## config.mk

```make
export PLATFORM = sky130hd
export DESIGN_NAME = dht11_responder_flat
export DESIGN_NICKNAME = d
export VERILOG_FILES = /design/src/rtl/dht11_responder_if.sv /design/src/rtl/dht11_responder.sv /design/src/flat_wrapper.sv
export SDC_FILE = /design/constraint.sdc
export NUM_CORES = 1
export LEC_CHECK = 0
export ABC_AREA = 1
export CORE_MARGIN = 4
export CORE_UTILIZATION = 60
export DETAILED_ROUTE_END_ITERATION = 8
export GPL_TIMING_DRIVEN = 0
export HOLD_SLACK_MARGIN = 0.06
export PLACE_DENSITY = 0.81
export REMOVE_ABC_BUFFERS = 1
export SLEW_MARGIN = 30
export SYNTH_ARGS = -nofsm -noshare
export SYNTH_HDL_FRONTEND = slang
export SYNTH_SLANG_ARGS = --single-unit
```

## constraint.sdc

```tcl
create_clock -name clock -period 6.6 [get_ports clock]
set_clock_uncertainty 0.05 [all_clocks]
set_input_delay 1.98 -clock clock [delete_from_list [all_inputs] [get_ports clock]]
set_output_delay 1.98 -clock clock [all_outputs]
set_load 0.02 [all_outputs]
```

## src/rtl/dht11_responder_if.sv

```systemverilog
// Register/line-side bus of the DHT11 sensor emulator: frame bytes, line level and status pulses.
// The master drives the line level, enable and bytes; the responder (slave) reports line drive and status.
interface dht11_responder_if;
    localparam int unsigned BYTE_W = 8;

    logic              enable;
    logic              line_in;
    logic              line_drive_low;
    logic [BYTE_W-1:0] humidity_int;
    logic [BYTE_W-1:0] humidity_dec;
    logic [BYTE_W-1:0] temp_int;
    logic [BYTE_W-1:0] temp_dec;
    logic              busy;
    logic              frame_done;
    logic              collision;

    modport master (
        output enable, line_in, humidity_int, humidity_dec, temp_int, temp_dec,
        input  line_drive_low, busy, frame_done, collision
    );

    modport slave (
        input  enable, line_in, humidity_int, humidity_dec, temp_int, temp_dec,
        output line_drive_low, busy, frame_done, collision
    );
endinterface

```

## src/rtl/dht11_responder.sv

```systemverilog
// Sensor end of the single-wire DHT11 protocol: detects a host start pulse, then sends the
// response preamble and a 40-bit humidity/temperature frame with checksum, aborting on collision.
module dht11_responder #(
    parameter int unsigned CLOCKS_PER_US = 50,
    parameter int unsigned START_MIN_US  = 18000,
    parameter int unsigned RESP_DELAY_US = 30
) (
    input  logic             clock,
    input  logic             reset_n,
    dht11_responder_if.slave bus
);
    localparam int unsigned PRE_W   = (CLOCKS_PER_US > 1) ? $clog2(CLOCKS_PER_US) : 1;
    localparam int unsigned CNT_W   = 16;
    localparam int unsigned BIT_W   = 6;
    localparam int unsigned BYTE_W  = 8;
    localparam int unsigned FRAME_W = 40;

    localparam logic [PRE_W-1:0] PRE_LAST    = PRE_W'(CLOCKS_PER_US - 1);
    localparam logic [CNT_W-1:0] START_MIN   = CNT_W'(START_MIN_US);
    localparam logic [CNT_W-1:0] T_RESP_DLY  = CNT_W'(RESP_DELAY_US);
    localparam logic [CNT_W-1:0] T_RESP_LOW  = CNT_W'(80);
    localparam logic [CNT_W-1:0] T_RESP_HIGH = CNT_W'(80);
    localparam logic [CNT_W-1:0] T_BIT_LOW   = CNT_W'(50);
    localparam logic [CNT_W-1:0] T_BIT_ONE   = CNT_W'(70);
    localparam logic [CNT_W-1:0] T_BIT_ZERO  = CNT_W'(26);
    localparam logic [CNT_W-1:0] T_END_LOW   = CNT_W'(50);
    localparam logic [CNT_W-1:0] T_GUARD     = CNT_W'(2);
    localparam logic [BIT_W-1:0] LAST_BIT    = BIT_W'(FRAME_W - 1);

    typedef enum logic [2:0] {
        S_IDLE,
        S_HOST_LOW,
        S_RESP_DLY,
        S_RESP_LOW,
        S_RESP_HIGH,
        S_BIT_LOW,
        S_BIT_HIGH,
        S_END_LOW
    } state_t;

    state_t               state;
    state_t               state_next;

    logic                 line_meta;
    logic                 line_sync;
    logic [PRE_W-1:0]     pre_cnt;
    logic                 us_tick;
    logic [CNT_W-1:0]     us_cnt;
    logic [CNT_W-1:0]     state_dur;
    logic                 timer_done;
    logic                 abort_c;
    logic                 state_change;
    logic                 frame_load;
    logic                 bit_end;
    logic [BYTE_W-1:0]    checksum;
    logic [FRAME_W-1:0]   shreg;
    logic [BIT_W-1:0]     bit_cnt;

    logic                 drive_d;
    logic                 busy_d;
    logic                 done_d;
    logic                 col_d;
    logic                 drive_q;
    logic                 busy_q;
    logic                 done_q;
    logic                 col_q;

    // Two-flop synchronizer for the asynchronous line level.
    always_ff @(posedge clock or negedge reset_n) begin
        if (!reset_n) begin
            line_meta <= 1'b1;
            line_sync <= 1'b1;
        end else begin
            line_meta <= bus.line_in;
            line_sync <= line_meta;
        end
    end

    // Microsecond timebase; restarts on every state entry so each phase lasts an exact multiple of 1 us.
    assign us_tick      = (pre_cnt == PRE_LAST);
    assign state_change = (state_next != state);

    always_ff @(posedge clock or negedge reset_n) begin
        if (!reset_n) begin
            pre_cnt <= '0;
            us_cnt  <= '0;
        end else if (state_change) begin
            pre_cnt <= '0;
            us_cnt  <= '0;
        end else begin
            pre_cnt <= us_tick ? '0 : pre_cnt + PRE_W'(1);
            if (us_tick && (us_cnt != '1)) begin
                us_cnt <= us_cnt + CNT_W'(1);
            end
        end
    end

    // Phase length of the timed states, in microseconds.
    always_comb begin
        state_dur = '0;
        case (state)
            S_RESP_DLY:  state_dur = T_RESP_DLY;
            S_RESP_LOW:  state_dur = T_RESP_LOW;
            S_RESP_HIGH: state_dur = T_RESP_HIGH;
            S_BIT_LOW:   state_dur = T_BIT_LOW;
            S_BIT_HIGH:  state_dur = shreg[FRAME_W-1] ? T_BIT_ONE : T_BIT_ZERO;
            S_END_LOW:   state_dur = T_END_LOW;
            default:     state_dur = '0;
        endcase
    end

    assign timer_done = us_tick && (us_cnt == state_dur - CNT_W'(1));

    // A low level while we release the line means someone else is driving it.
    assign abort_c = ((state == S_RESP_HIGH) || (state == S_BIT_HIGH))
                     && (us_cnt >= T_GUARD) && !line_sync;

    assign checksum = bus.humidity_int + bus.humidity_dec + bus.temp_int + bus.temp_dec;

    assign frame_load = (state == S_HOST_LOW) && (state_next == S_RESP_DLY);
    assign bit_end    = (state == S_BIT_HIGH) && timer_done && !abort_c;

    // Frame shift register, snapshotted at start acceptance and sent MSB first.
    always_ff @(posedge clock or negedge reset_n) begin
        if (!reset_n) begin
            shreg   <= '0;
            bit_cnt <= '0;
        end else if (frame_load) begin
            shreg   <= {bus.humidity_int, bus.humidity_dec, bus.temp_int, bus.temp_dec, checksum};
            bit_cnt <= '0;
        end else if (bit_end) begin
            shreg   <= {shreg[FRAME_W-2:0], 1'b0};
            bit_cnt <= bit_cnt + BIT_W'(1);
        end
    end

    always_ff @(posedge clock or negedge reset_n) begin
        if (!reset_n) begin
            state <= S_IDLE;
        end else begin
            state <= state_next;
        end
    end

    always_comb begin
        state_next = state;
        case (state)
            S_IDLE: begin
                if (!line_sync && bus.enable) begin
                    state_next = S_HOST_LOW;
                end
            end
            S_HOST_LOW: begin
                if (line_sync) begin
                    state_next = (us_cnt >= START_MIN) ? S_RESP_DLY : S_IDLE;
                end
            end
            S_RESP_DLY: begin
                if (timer_done) begin
                    state_next = S_RESP_LOW;
                end
            end
            S_RESP_LOW: begin
                if (timer_done) begin
                    state_next = S_RESP_HIGH;
                end
            end
            S_RESP_HIGH: begin
                if (abort_c) begin
                    state_next = S_IDLE;
                end else if (timer_done) begin
                    state_next = S_BIT_LOW;
                end
            end
            S_BIT_LOW: begin
                if (timer_done) begin
                    state_next = S_BIT_HIGH;
                end
            end
            S_BIT_HIGH: begin
                if (abort_c) begin
                    state_next = S_IDLE;
                end else if (timer_done) begin
                    state_next = (bit_cnt == LAST_BIT) ? S_END_LOW : S_BIT_LOW;
                end
            end
            S_END_LOW: begin
                if (timer_done) begin
                    state_next = S_IDLE;
                end
            end
            default: state_next = S_IDLE;
        endcase
    end

    // Line drive follows the current state; status flags follow the transition being taken.
    always_comb begin
        drive_d = 1'b0;
        busy_d  = 1'b0;
        done_d  = 1'b0;
        col_d   = 1'b0;
        drive_d = (state == S_RESP_LOW) || (state == S_BIT_LOW) || (state == S_END_LOW);
        busy_d  = (state_next != S_IDLE) && (state_next != S_HOST_LOW);
        done_d  = (state == S_END_LOW) && (state_next == S_IDLE);
        col_d   = abort_c;
    end

    always_ff @(posedge clock or negedge reset_n) begin
        if (!reset_n) begin
            drive_q <= 1'b0;
            busy_q  <= 1'b0;
            done_q  <= 1'b0;
            col_q   <= 1'b0;
        end else begin
            drive_q <= drive_d;
            busy_q  <= busy_d;
            done_q  <= done_d;
            col_q   <= col_d;
        end
    end

    assign bus.line_drive_low = drive_q;
    assign bus.busy           = busy_q;
    assign bus.frame_done     = done_q;
    assign bus.collision      = col_q;

endmodule

```

## src/flat_wrapper.sv

```systemverilog
// flat-port wrapper written by rule: the top's interface ports become plain ports
module dht11_responder_flat 
#(
    parameter int unsigned CLOCKS_PER_US = 50,
    parameter int unsigned START_MIN_US  = 18000,
    parameter int unsigned RESP_DELAY_US = 30
)
  (clock, reset_n, bus_enable, bus_line_in, bus_humidity_int, bus_humidity_dec, bus_temp_int, bus_temp_dec, bus_line_drive_low, bus_busy, bus_frame_done, bus_collision);
  dht11_responder_if bus_i ();
  input  logic clock;
  input  logic reset_n;
  input wire logic [$bits(bus_i.enable)-1:0] bus_enable;
  input wire logic [$bits(bus_i.line_in)-1:0] bus_line_in;
  input wire logic [$bits(bus_i.humidity_int)-1:0] bus_humidity_int;
  input wire logic [$bits(bus_i.humidity_dec)-1:0] bus_humidity_dec;
  input wire logic [$bits(bus_i.temp_int)-1:0] bus_temp_int;
  input wire logic [$bits(bus_i.temp_dec)-1:0] bus_temp_dec;
  output wire logic [$bits(bus_i.line_drive_low)-1:0] bus_line_drive_low;
  output wire logic [$bits(bus_i.busy)-1:0] bus_busy;
  output wire logic [$bits(bus_i.frame_done)-1:0] bus_frame_done;
  output wire logic [$bits(bus_i.collision)-1:0] bus_collision;
  assign bus_i.enable = bus_enable;
  assign bus_i.line_in = bus_line_in;
  assign bus_i.humidity_int = bus_humidity_int;
  assign bus_i.humidity_dec = bus_humidity_dec;
  assign bus_i.temp_int = bus_temp_int;
  assign bus_i.temp_dec = bus_temp_dec;
  assign bus_line_drive_low = bus_i.line_drive_low;
  assign bus_busy = bus_i.busy;
  assign bus_frame_done = bus_i.frame_done;
  assign bus_collision = bus_i.collision;
  dht11_responder #(.CLOCKS_PER_US(CLOCKS_PER_US), .START_MIN_US(START_MIN_US), .RESP_DELAY_US(RESP_DELAY_US)) u_core (.clock(clock), .reset_n(reset_n), .bus(bus_i));
endmodule
```

==> flow_summary.yaml, run 1 <==
run_status:
  status: "complete, no violations"
route:
  routed_wirelength_mm: 10.7
  remaining_drc_errors: 0
  num_vias: 4077
  ant_nets: 0
  dr.pass1.iters: 5
  avgRoutedWirePerCell_um: 14.7
  vias_per_cell: 5.64
  drtIter0Drc: 254
yosys:
  synth_top_flop_cell: "dfrtp_1"
  ys_seq_area_share_pct: 40.3
  synth_edf_count: 0
  ys_types: 42
  synthesis.area_mm2: 0.00479
  ys_ff_latch: 77
  syn_inst: 586
  yosys-top-cells-area: "dfrtp_1, nand2_1, fa_1"
  avgSynthCellArea_um2: 8.17
  ys_warn_count: 0
  async_reset_ff_share_pct: 100
  yosysTopAreaCell: "dfrtp_1"
  yosys.area.top_type_share_pct: 39.2
clock_tree:
  hold_buffers: 0
  clkLatencyLatePin_ps: 350
  h-tree-depth: 3
  cts-resized-gates: 0
  cts_setup_buffers: 0
  cts_tree: "done"
  numCtsBuffers: 9
  cts_root_buf: "clkbuf_8"
  clkSinkCount: 77
  clkTransAtPathRegs_ps: 80
  cts_buffer_depth: 2
finish:
  drive_above_1_share_pct: 10.3
  syn_to_final_growth_pct: 12.3
  fillCellCount: 606
  finalNonFillerCells: 723
  antennaDiodeCount: 0
  fin_nets: 680
power_and_ir_drop:
  p_per_area_mw_per_mm2: 193
  p_leak_nw: 2.41
  irDropWorstVdd_mv: 0.0978
setup_path:
  max_stage_delay_ps: 530
  crit_chain: "clkdlybuf4s50_1 -> fa_1 -> fa_1 -> ha_1 -> inv_1 -> fa_1 -> o21ai_0 -> nand2_1 -> nand2_1 -> a21oi_1 -> xor2_1 -> xor2_1 -> nand2_1 -> nand2_1 -> nand2_1"
  cpMostUsedCell: "nand2_1"
  r2r_end: "u_core.shreg[16]$_DFFE_PN0P_"
  start_kind: "input port"
  critical_path_class: "input port to flip-flop"
  cp_data_required_time_ps: 6800
  slowest_stage: "fa_1"
  setup.worst_path.end_class: "flip-flop"
  r2r-start: "u_core.state[2]$_DFF_PN0_"
  critPathArrivalTime_ps: 5160
  reg2reg_depth: 15
  r2r_slack_ps: 3440
  cp_max_fo: 2
placement:
  place_inst: 707
  gp_routability_congestion: 0.904
  io_buffers: 39
  hpwl_mm: 7.67
global_route:
  overflow: 0
  grt_use_met3_pct: 5.31
  use_met1_pct: 32.5
  grt_pass1_vias: 4024
  grt_start_max_net_pins: 43
  top_usage_layer: "met2"
  antenna_found_initial: 0
  use_met2_pct: 37.2
  grtUsageTotal_pct: 23.5
  grt_pass1_wl_mm: 18.4
floorplan:
  die_y_um: 97.3
  num_rows: 32
  pin_count: 40
  die_area_mm2: 0.00947
  coreArea_mm2: 0.00773
  initial_core_util_pct: 61.9
  die_width_um: 97.3
timing:
  fmax_ghz: 0.202
  setup_viol: 0
  tns_ps: 0
  drv_slew: 0
  finalCritPeriodShare_pct: 75.2
  hold_viol_final: 0
  worst_slew_pin_slew_ps: 700
  rsz0062_at_grt: "false"
  period_needed_ps: 4960
  max_slew_margin_pct: 53.3
run:
  drv_cap: 0
min_path:
  worstHoldStart: "u_core.line_meta$_DFF_PN1_"
  whs_path_depth: 0
  whs_endpoint: "u_core.line_sync$_DFF_PN1_"
  min_path_type: "flip-flop to flip-flop"
[worst max-delay path by stage]
stage,startpoint,endpoint,cells past startpoint
2_1_floorplan,bus_temp_dec[1],u_core.shreg[7]$_DFFE_PN0P_,14
3_3_place_gp,reset_n,u_core.pre_cnt[5]$_DFF_PN0_,1
3_5_place_dp,bus_temp_dec[1],u_core.shreg[7]$_DFFE_PN0P_,15
4_1_cts,bus_temp_dec[1],u_core.shreg[7]$_DFFE_PN0P_,15
5_1_grt,bus_temp_dec[1],u_core.shreg[7]$_DFFE_PN0P_,15
6_report,bus_temp_dec[1],u_core.shreg[7]$_DFFE_PN0P_,15
[cell usage in the layout, fill, tap and decap left out, types with 2 or more instances in the layout]
cell,instances
xnor2_1,4
nand2_2,3
o211ai_1,5
clkbuf_1,2
inv_1,46
nor2_1,32
or2_2,5
inv_2,5
a21oi_1,15
nand2_1,166
dfstp_2,2
clkbuf_8,10
nor2_4,3
nand2_4,3
nand3b_1,3
nand3_1,55
ha_1,14
a22oi_1,15
fa_1,14
clkinv_4,3
nor2_2,24
nand4_1,9
nor3_1,10
xor2_1,21
clkdlybuf4s50_1,38
dfrtp_1,75
o21ai_0,22
[stage by stage]
step                total power, mW  util (%)  area (um^2)  setup WS [ps]  hold slack [ps]
floorplan                     0.641         -         4660           2010              295
global route                   1.10      69.5         5370           1470              318
finish                         1.04      69.5         5370           1640              311
CTS                            1.04      69.5         5370           1660              313
detailed placement            0.717      67.2         5190           1300              301
global placement              0.705      67.0         5170            787              300
[worst max-delay path, delay by kind of cell]
family	cells	cell delay, ps
compound gates	2	330
xor+xnor	2	310
fa+ha+maj	4	1640
buf+inv	2	510
simple gates	5	380
[cell type report]
type | instances | area [um^2] | share of cell area (%)
inverters | 51 | 191 | 3.56
multi-input cells | 437 | 2540 | 47.2
clock buffers | 12 | 145 | 2.70
clock inverters | 4 | 33.8 | 0.629
well taps | 102 | 128 | 2.37
flip-flops and latches | 77 | 1930 | 35.9
repair buffers | 40 | 408 | 7.59
[power breakdown]
group,internal [mW],switching (mW),total (mW)
sequential,0.483,0.0140,0.497
combinational,0.0917,0.119,0.211
clock,0.149,0.181,0.330
total,0.724,0.314,1.04
[cell usage after synthesis (2+ instances only)]
library cell / count
a21oi_1: 15
a22oi_1: 15
buf_2: 8
buf_6: 5
clkbuf_1: 7
dfrtp_1: 75
dfstp_2: 2
fa_1: 14
ha_1: 14
inv_1: 47
inv_2: 3
nand2_1: 167
nand2_2: 2
nand2_4: 3
nand3_1: 55
nand3b_1: 3
nand4_1: 9
nor2_1: 32
nor2_2: 24
nor2_4: 3
nor3_1: 10
o211ai_1: 5
o21ai_0: 22
or2_2: 5
xnor2_1: 4
xor2_1: 21
[state kept, by name, indices dropped and copies added, names as in the netlist]
signal / count
u_core.bit_cnt: 6
u_core.bus.busy: 1
u_core.bus.collision: 1
u_core.bus.frame_done: 1
u_core.bus.line_drive_low: 1
u_core.line_meta: 1
u_core.line_sync: 1
u_core.pre_cnt: 6
u_core.shreg: 40
u_core.state: 3
u_core.us_cnt: 16
[routing by layer]
layer / up-vias / wire [um] / part of all wire, %
met1: 1962 / 4920 / 46
met2: 133 / 4980 / 47
li1: 1963 / - / -
met4: 0 / 152 / 1.4
met3: 19 / 611 / 5.7
met5: - / 0 / 0
[logic make-up after synthesis]
kind of cell | after synthesis | share of synthesized area [%]
and+or+nand+nor | 319 | 30.6
buffers and inverters | 72 | 6.72
adders and majority gates | 28 | 9.51
AOI/OAI and AO/OA | 65 | 8.29
DFF | 77 | 40.3
xor gates and xnor gates | 25 | 4.57
Note: power is estimated with default switching activity, not from simulation.
==> inputs of run 2 (changes only) <==
--- a/config.mk
+++ b/config.mk
@@ -7,11 +7,11 @@
 export LEC_CHECK = 0
 export ABC_AREA = 1
 export CORE_MARGIN = 4
-export CORE_UTILIZATION = 60
+export CORE_UTILIZATION = 59
 export DETAILED_ROUTE_END_ITERATION = 8
 export GPL_TIMING_DRIVEN = 0
 export HOLD_SLACK_MARGIN = 0.06
-export PLACE_DENSITY = 0.81
+export PLACE_DENSITY = 0.8
 export REMOVE_ABC_BUFFERS = 1
 export SLEW_MARGIN = 30
 export SYNTH_ARGS = -nofsm -noshare
==> constraint.sdc (replaced) <==
create_clock -name clock -period 4.85 [get_ports clock]
set_clock_uncertainty 0.05 [all_clocks]
set_input_delay 1.455 -clock clock [delete_from_list [all_inputs] [get_ports clock]]
set_output_delay 1.455 -clock clock [all_outputs]
set_load 0.02 [all_outputs]
==> flow_summary.yaml, run 2 (synthesis results as in run 1) <==
route:
  drtIter0Drc: 271
  remaining_drc_errors: 0
  ant_nets: 0
  routed_wirelength_mm: 10.9
  dr.pass1.iters: 5
  num_vias: 4108
  avgRoutedWirePerCell_um: 15.0
  vias_per_cell: 5.68
setup_path:
  r2r_end: "u_core.shreg[16]$_DFFE_PN0P_"
  r2r-start: "u_core.state[2]$_DFF_PN0_"
  reg2reg_depth: 15
  setup.worst_path.end_class: "flip-flop"
  r2r_slack_ps: 1730
  critical_path_class: "input port to flip-flop"
  cp_data_required_time_ps: 5040
  cp_max_fo: 2
  critPathArrivalTime_ps: 4600
  start_kind: "input port"
global_route:
  antenna_found_initial: 0
  grt_pass1_wl_mm: 18.8
  overflow: 0
  grtUsageTotal_pct: 23.6
  grt_pass1_vias: 4083
  grt_start_max_net_pins: 44
placement:
  gp_routability_congestion: 0.918
  hpwl_mm: 7.68
  io_buffers: 39
floorplan:
  die_area_mm2: 0.00962
  coreArea_mm2: 0.00781
  num_rows: 32
  die_width_um: 98.1
  die_y_um: 98.1
  initial_core_util_pct: 61.3
  pin_count: 40
clock_tree:
  cts-resized-gates: 0
  clkTransAtPathRegs_ps: 80
  h-tree-depth: 3
  clkLatencyLatePin_ps: 360
  cts_tree: "done"
  numCtsBuffers: 9
  cts_setup_buffers: 0
  cts_buffer_depth: 2
  clkSinkCount: 77
  hold_buffers: 0
  cts_root_buf: "clkbuf_8"
finish:
  syn_to_final_growth_pct: 12.7
  antennaDiodeCount: 0
  multi_input_area_mm2: 0.00254
  fin_nets: 680
  fin_util_pct: 69.1
  final_common_cell: "nand2_1"
  seq_area_mm2: 0.00193
  largest_reg_flops: 40
  drive_above_1_share_pct: 10.5
  top_register: "u_core.shreg"
  mostFrequentLayoutCells: "nand2_1, dfrtp_1, nand3_1"
  fillCellCount: 627
  top_regs: "u_core.shreg: 40 flops, u_core.us_cnt: 16 flops"
timing:
  worst_slew_pin_slew_ps: 693
  max_slew_margin_pct: 53.6
  drv_slew: 0
  hold_viol_final: 0
  tns_ps: 0
  period_needed_ps: 4410
  fmax_ghz: 0.227
  rsz0062_at_grt: "false"
  setup_viol: 0
  finalCritPeriodShare_pct: 90.9
power_and_ir_drop:
  pwr-share-seq_pct: 46.2
  power.total_mw: 1.46
  combPwrFrac_pct: 19.2
  p_sw_uw: 429
  p_leak_nw: 2.43
  power.share.clock_pct: 34.6
  irDropWorstVdd_mv: 0.213
  intPower_mw: 1.03
  swShare_pct: 29.3
  p_per_area_mw_per_mm2: 271
run:
  drv_cap: 0
run_status:
  status: "complete, no violations"
min_path:
  min_path_type: "flip-flop to flip-flop"
  whs_path_depth: 0
  worstHoldStart: "u_core.line_meta$_DFF_PN1_"
  whs_endpoint: "u_core.line_sync$_DFF_PN1_"
[run 2: per-stage QoR]
step	cells	cell area [um^2]	setup slack, ps	hold slack, ps
after global routing	723	5400	325	319
after detailed placement	707	5190	93.2	300
after global placement	706	5170	-449	300
after floorplan	565	4660	786	295
after CTS	723	5400	448	316
final	723	5400	442	313
[run 2: per-layer routing]
layer,track usage [%],wire [um],up-vias
li1,-,-,1965
met3,4.21,604,21
met2,38.2,5160,135
met4,7.45,181,0
met5,0,0,-
met1,32.5,4930,1987
[run 2: worst max-delay path, cell delays in order]
cell and delay (ps):
clkdlybuf4s50_1 520, fa_1 450, fa_1 550, ha_1 200, inv_1 70, fa_1 400
o21ai_0 220, nand2_1 100, nand2_1 60, a21oi_1 70, xor2_1 170, xor2_1 160
nand2_1 60, nand2_1 80, nand2_1 50
[run 2: how the worst max path moves through the flow]
stage | depth (start not counted) | end | slack (ps) | startpoint
2_1_floorplan | 14 | u_core.shreg[7]$_DFFE_PN0P_ | 790 | bus_temp_dec[1]
3_3_place_gp | 1 | u_core.pre_cnt[5]$_DFF_PN0_ | -450 | reset_n
6_report | 15 | u_core.shreg[7]$_DFFE_PN0P_ | 440 | bus_humidity_dec[1]
3_5_place_dp | 15 | u_core.shreg[7]$_DFFE_PN0P_ | 90 | bus_temp_dec[1]
4_1_cts | 15 | u_core.shreg[7]$_DFFE_PN0P_ | 450 | bus_temp_dec[1]
5_1_grt | 15 | u_core.shreg[7]$_DFFE_PN0P_ | 330 | bus_temp_dec[1]
[run 2: power groups by stage]
stage	sequential [mW]	combinational [mW]	clock (mW)
6_report	0.677	0.281	0.506
4_1_cts	0.676	0.283	0.510
3_3_place_gp	0.688	0.272	0
3_5_place_dp	0.688	0.282	0
5_1_grt	0.680	0.316	0.539
2_1_floorplan	0.684	0.188	0
[run 2: cell type report]
cell class	instances	share of cell area, %
clock inverters	5	1.11
inverters	51	3.55
clock buffers	11	2.62
multi-input cells	437	47.0
repair buffers	40	7.56
well taps	102	2.36
flip-flops and latches	77	35.8
==> inputs of run 3 (changes only) <==
--- a/config.mk
+++ b/config.mk
@@ -6,6 +6,7 @@
 export NUM_CORES = 1
 export LEC_CHECK = 0
 export ABC_AREA = 1
+export CORE_ASPECT_RATIO = 2
 export CORE_MARGIN = 4
 export CORE_UTILIZATION = 59
 export DETAILED_ROUTE_END_ITERATION = 8
==> constraint.sdc (replaced) <==
create_clock -name clock -period 4.5 [get_ports clock]
set_clock_uncertainty 0.05 [all_clocks]
set_input_delay 1.35 -clock clock [delete_from_list [all_inputs] [get_ports clock]]
set_output_delay 1.35 -clock clock [all_outputs]
set_load 0.02 [all_outputs]
==> flow_summary.yaml, run 3 (synthesis results as in run 1) <==
finish:
  seq_area_mm2: 0.00193
  drive_above_1_share_pct: 10.5
  fin_util_pct: 69.1
  mostFrequentLayoutCells: "nand2_1, dfrtp_1, nand3_1"
  top_regs: "u_core.shreg: 40 flops, u_core.us_cnt: 16 flops"
  antennaDiodeCount: 0
  multi_input_area_mm2: 0.00254
  syn_to_final_growth_pct: 14.6
  largest_reg_flops: 40
  top_register: "u_core.shreg"
  fin_nets: 680
  final_common_cell: "nand2_1"
  fillCellCount: 651
route:
  dr.pass1.iters: 5
  drtIter0Drc: 327
  avgRoutedWirePerCell_um: 16.1
  ant_nets: 0
  routed_wirelength_mm: 11.5
  num_vias: 4120
  remaining_drc_errors: 0
  vias_per_cell: 5.75
timing:
  fmax_ghz: 0.234
  layout_setup_ws_ps: 219
  hold_slack_ps: 306
  setup_viol: 0
  hold_viol_final: 0
  rsz0062_at_grt: "false"
  period_needed_ps: 4280
  tns_ps: 0
  finalCritPeriodShare_pct: 95.1
  drv_slew: 0
  worst_slew_pin_slew_ps: 699
  max_slew_margin_pct: 53.4
setup_path:
  start_kind: "input port"
  crit_chain: "clkdlybuf4s50_1 -> fa_1 -> fa_1 -> ha_1 -> inv_1 -> fa_1 -> o21ai_1 -> nand2_1 -> nand2_1 -> a21oi_1 -> xor2_1 -> xor2_1 -> nand2_1 -> nand2_1 -> nand2_1"
  critical_path_class: "input port to flip-flop"
  critPathArrivalTime_ps: 4460
  cp_max_fo: 2
  slowest_stage: "fa_1"
  max_stage_delay_ps: 560
  setup.worst_path.end_class: "flip-flop"
  cp_data_required_time_ps: 4680
  cpMostUsedCell: "nand2_1"
global_route:
  antenna_found_initial: 0
  grtUsageTotal_pct: 25.3
  grt_pass1_vias: 4210
  grt_pass1_wl_mm: 19.3
  overflow: 0
  grt_start_max_net_pins: 46
placement:
  hpwl_mm: 8.27
  dp_slack_ps: -174
  gp_routability_congestion: 1.00
  io_buffers: 39
power_and_ir_drop:
  p_per_area_mw_per_mm2: 321
  power.total_mw: 1.76
  irDropWorstVdd_mv: 0.257
  p_leak_nw: 2.47
clock_tree:
  h-tree-depth: 3
  clkSinkCount: 77
  clkLatencyLatePin_ps: 340
  cts_root_buf: "clkbuf_16"
  clkTransAtPathRegs_ps: 60
  cts_tree: "done"
  numCtsBuffers: 9
  cts_buffer_depth: 2
floorplan:
  die_width_um: 71.7
  initial_core_util_pct: 60.3
  pin_count: 40
  coreArea_mm2: 0.00794
  die_area_mm2: 0.00971
  die_y_um: 135
  num_rows: 46
run_status:
  status: "complete, no violations"
run:
  drv_cap: 0
min_path:
  min_path_type: "flip-flop to flip-flop"
==> run 3: cell types whose count changed in the layout (fill, tap and decap cells not counted), sizes merged <==
cell | before | now
clkbuf | 11 | 10
clkinv | 2 | 3
==> run 3: per-stage QoR <==
stage,cells,instance area [um^2]
floorplan,565,4660
finish,717,5490
global placement,700,5170
CTS,717,5490
detailed placement,701,5190
global route,717,5490
==> run 3: power breakdown <==
group	total (mW)	internal [mW]	switching, mW
logic	0.306	0.135	0.171
registers	0.728	0.709	0.0189
clock network	0.727	0.429	0.298
total	1.76	1.27	0.488
==> run 3: worst max-delay path: cells and delay by family <==
family                   cells  cell delay [ps]
buffers and inverters        2              510
AND/OR/NAND/NOR              5              340
adder cells (fa/ha/maj)      4             1660
AO/OA/AOI/OAI                2              260
XOR/XNOR                     2              330
==> run 3: final timing paths <==
kind,from,to,slack (ps),cells past startpoint
worst min-delay path,u_core.line_meta$_DFF_PN1_,u_core.line_sync$_DFF_PN1_,310,0
worst max-delay path,bus_temp_dec[1],u_core.shreg[7]$_DFFE_PN0P_,220,15
worst max register to register,u_core.state[2]$_DFF_PN0_,u_core.bit_cnt[3]$_DFFE_PN0P_,1410,17
max in group asynchronous,reset_n,u_core.shreg[17]$_DFFE_PN0P_,2910,2
min in group asynchronous,reset_n,u_core.bus.frame_done$_DFF_PN0_,910,1
worst min register to register,u_core.line_meta$_DFF_PN1_,u_core.line_sync$_DFF_PN1_,310,0
==> run 3: metal layers <==
layer / up-vias / track usage [%] / wire, um
met2: 134 / 46.3 / 6470
met5: - / 0 / 0
met1: 1987 / 27.1 / 4140
met3: 40 / 4.38 / 461
met4: 0 / 12.7 / 466
li1: 1959 / - / -
==> run 3: cell type report <==
class,instances,area share (%)
clock inverter,6,1.12
multi-input combinational,437,46.3
tap,96,2.19
clock buffer,10,4.17
timing repair buffer,40,7.57
inverter,51,3.49
sequential,77,35.2
==> run 3: what timing repair did <==
action	in CTS	in global routing
hold buffers	0	0
gates resized for setup	0	1
endpoints found under the setup margin	0	1
buffers inserted	0	0
endpoints found under the hold margin	0	0
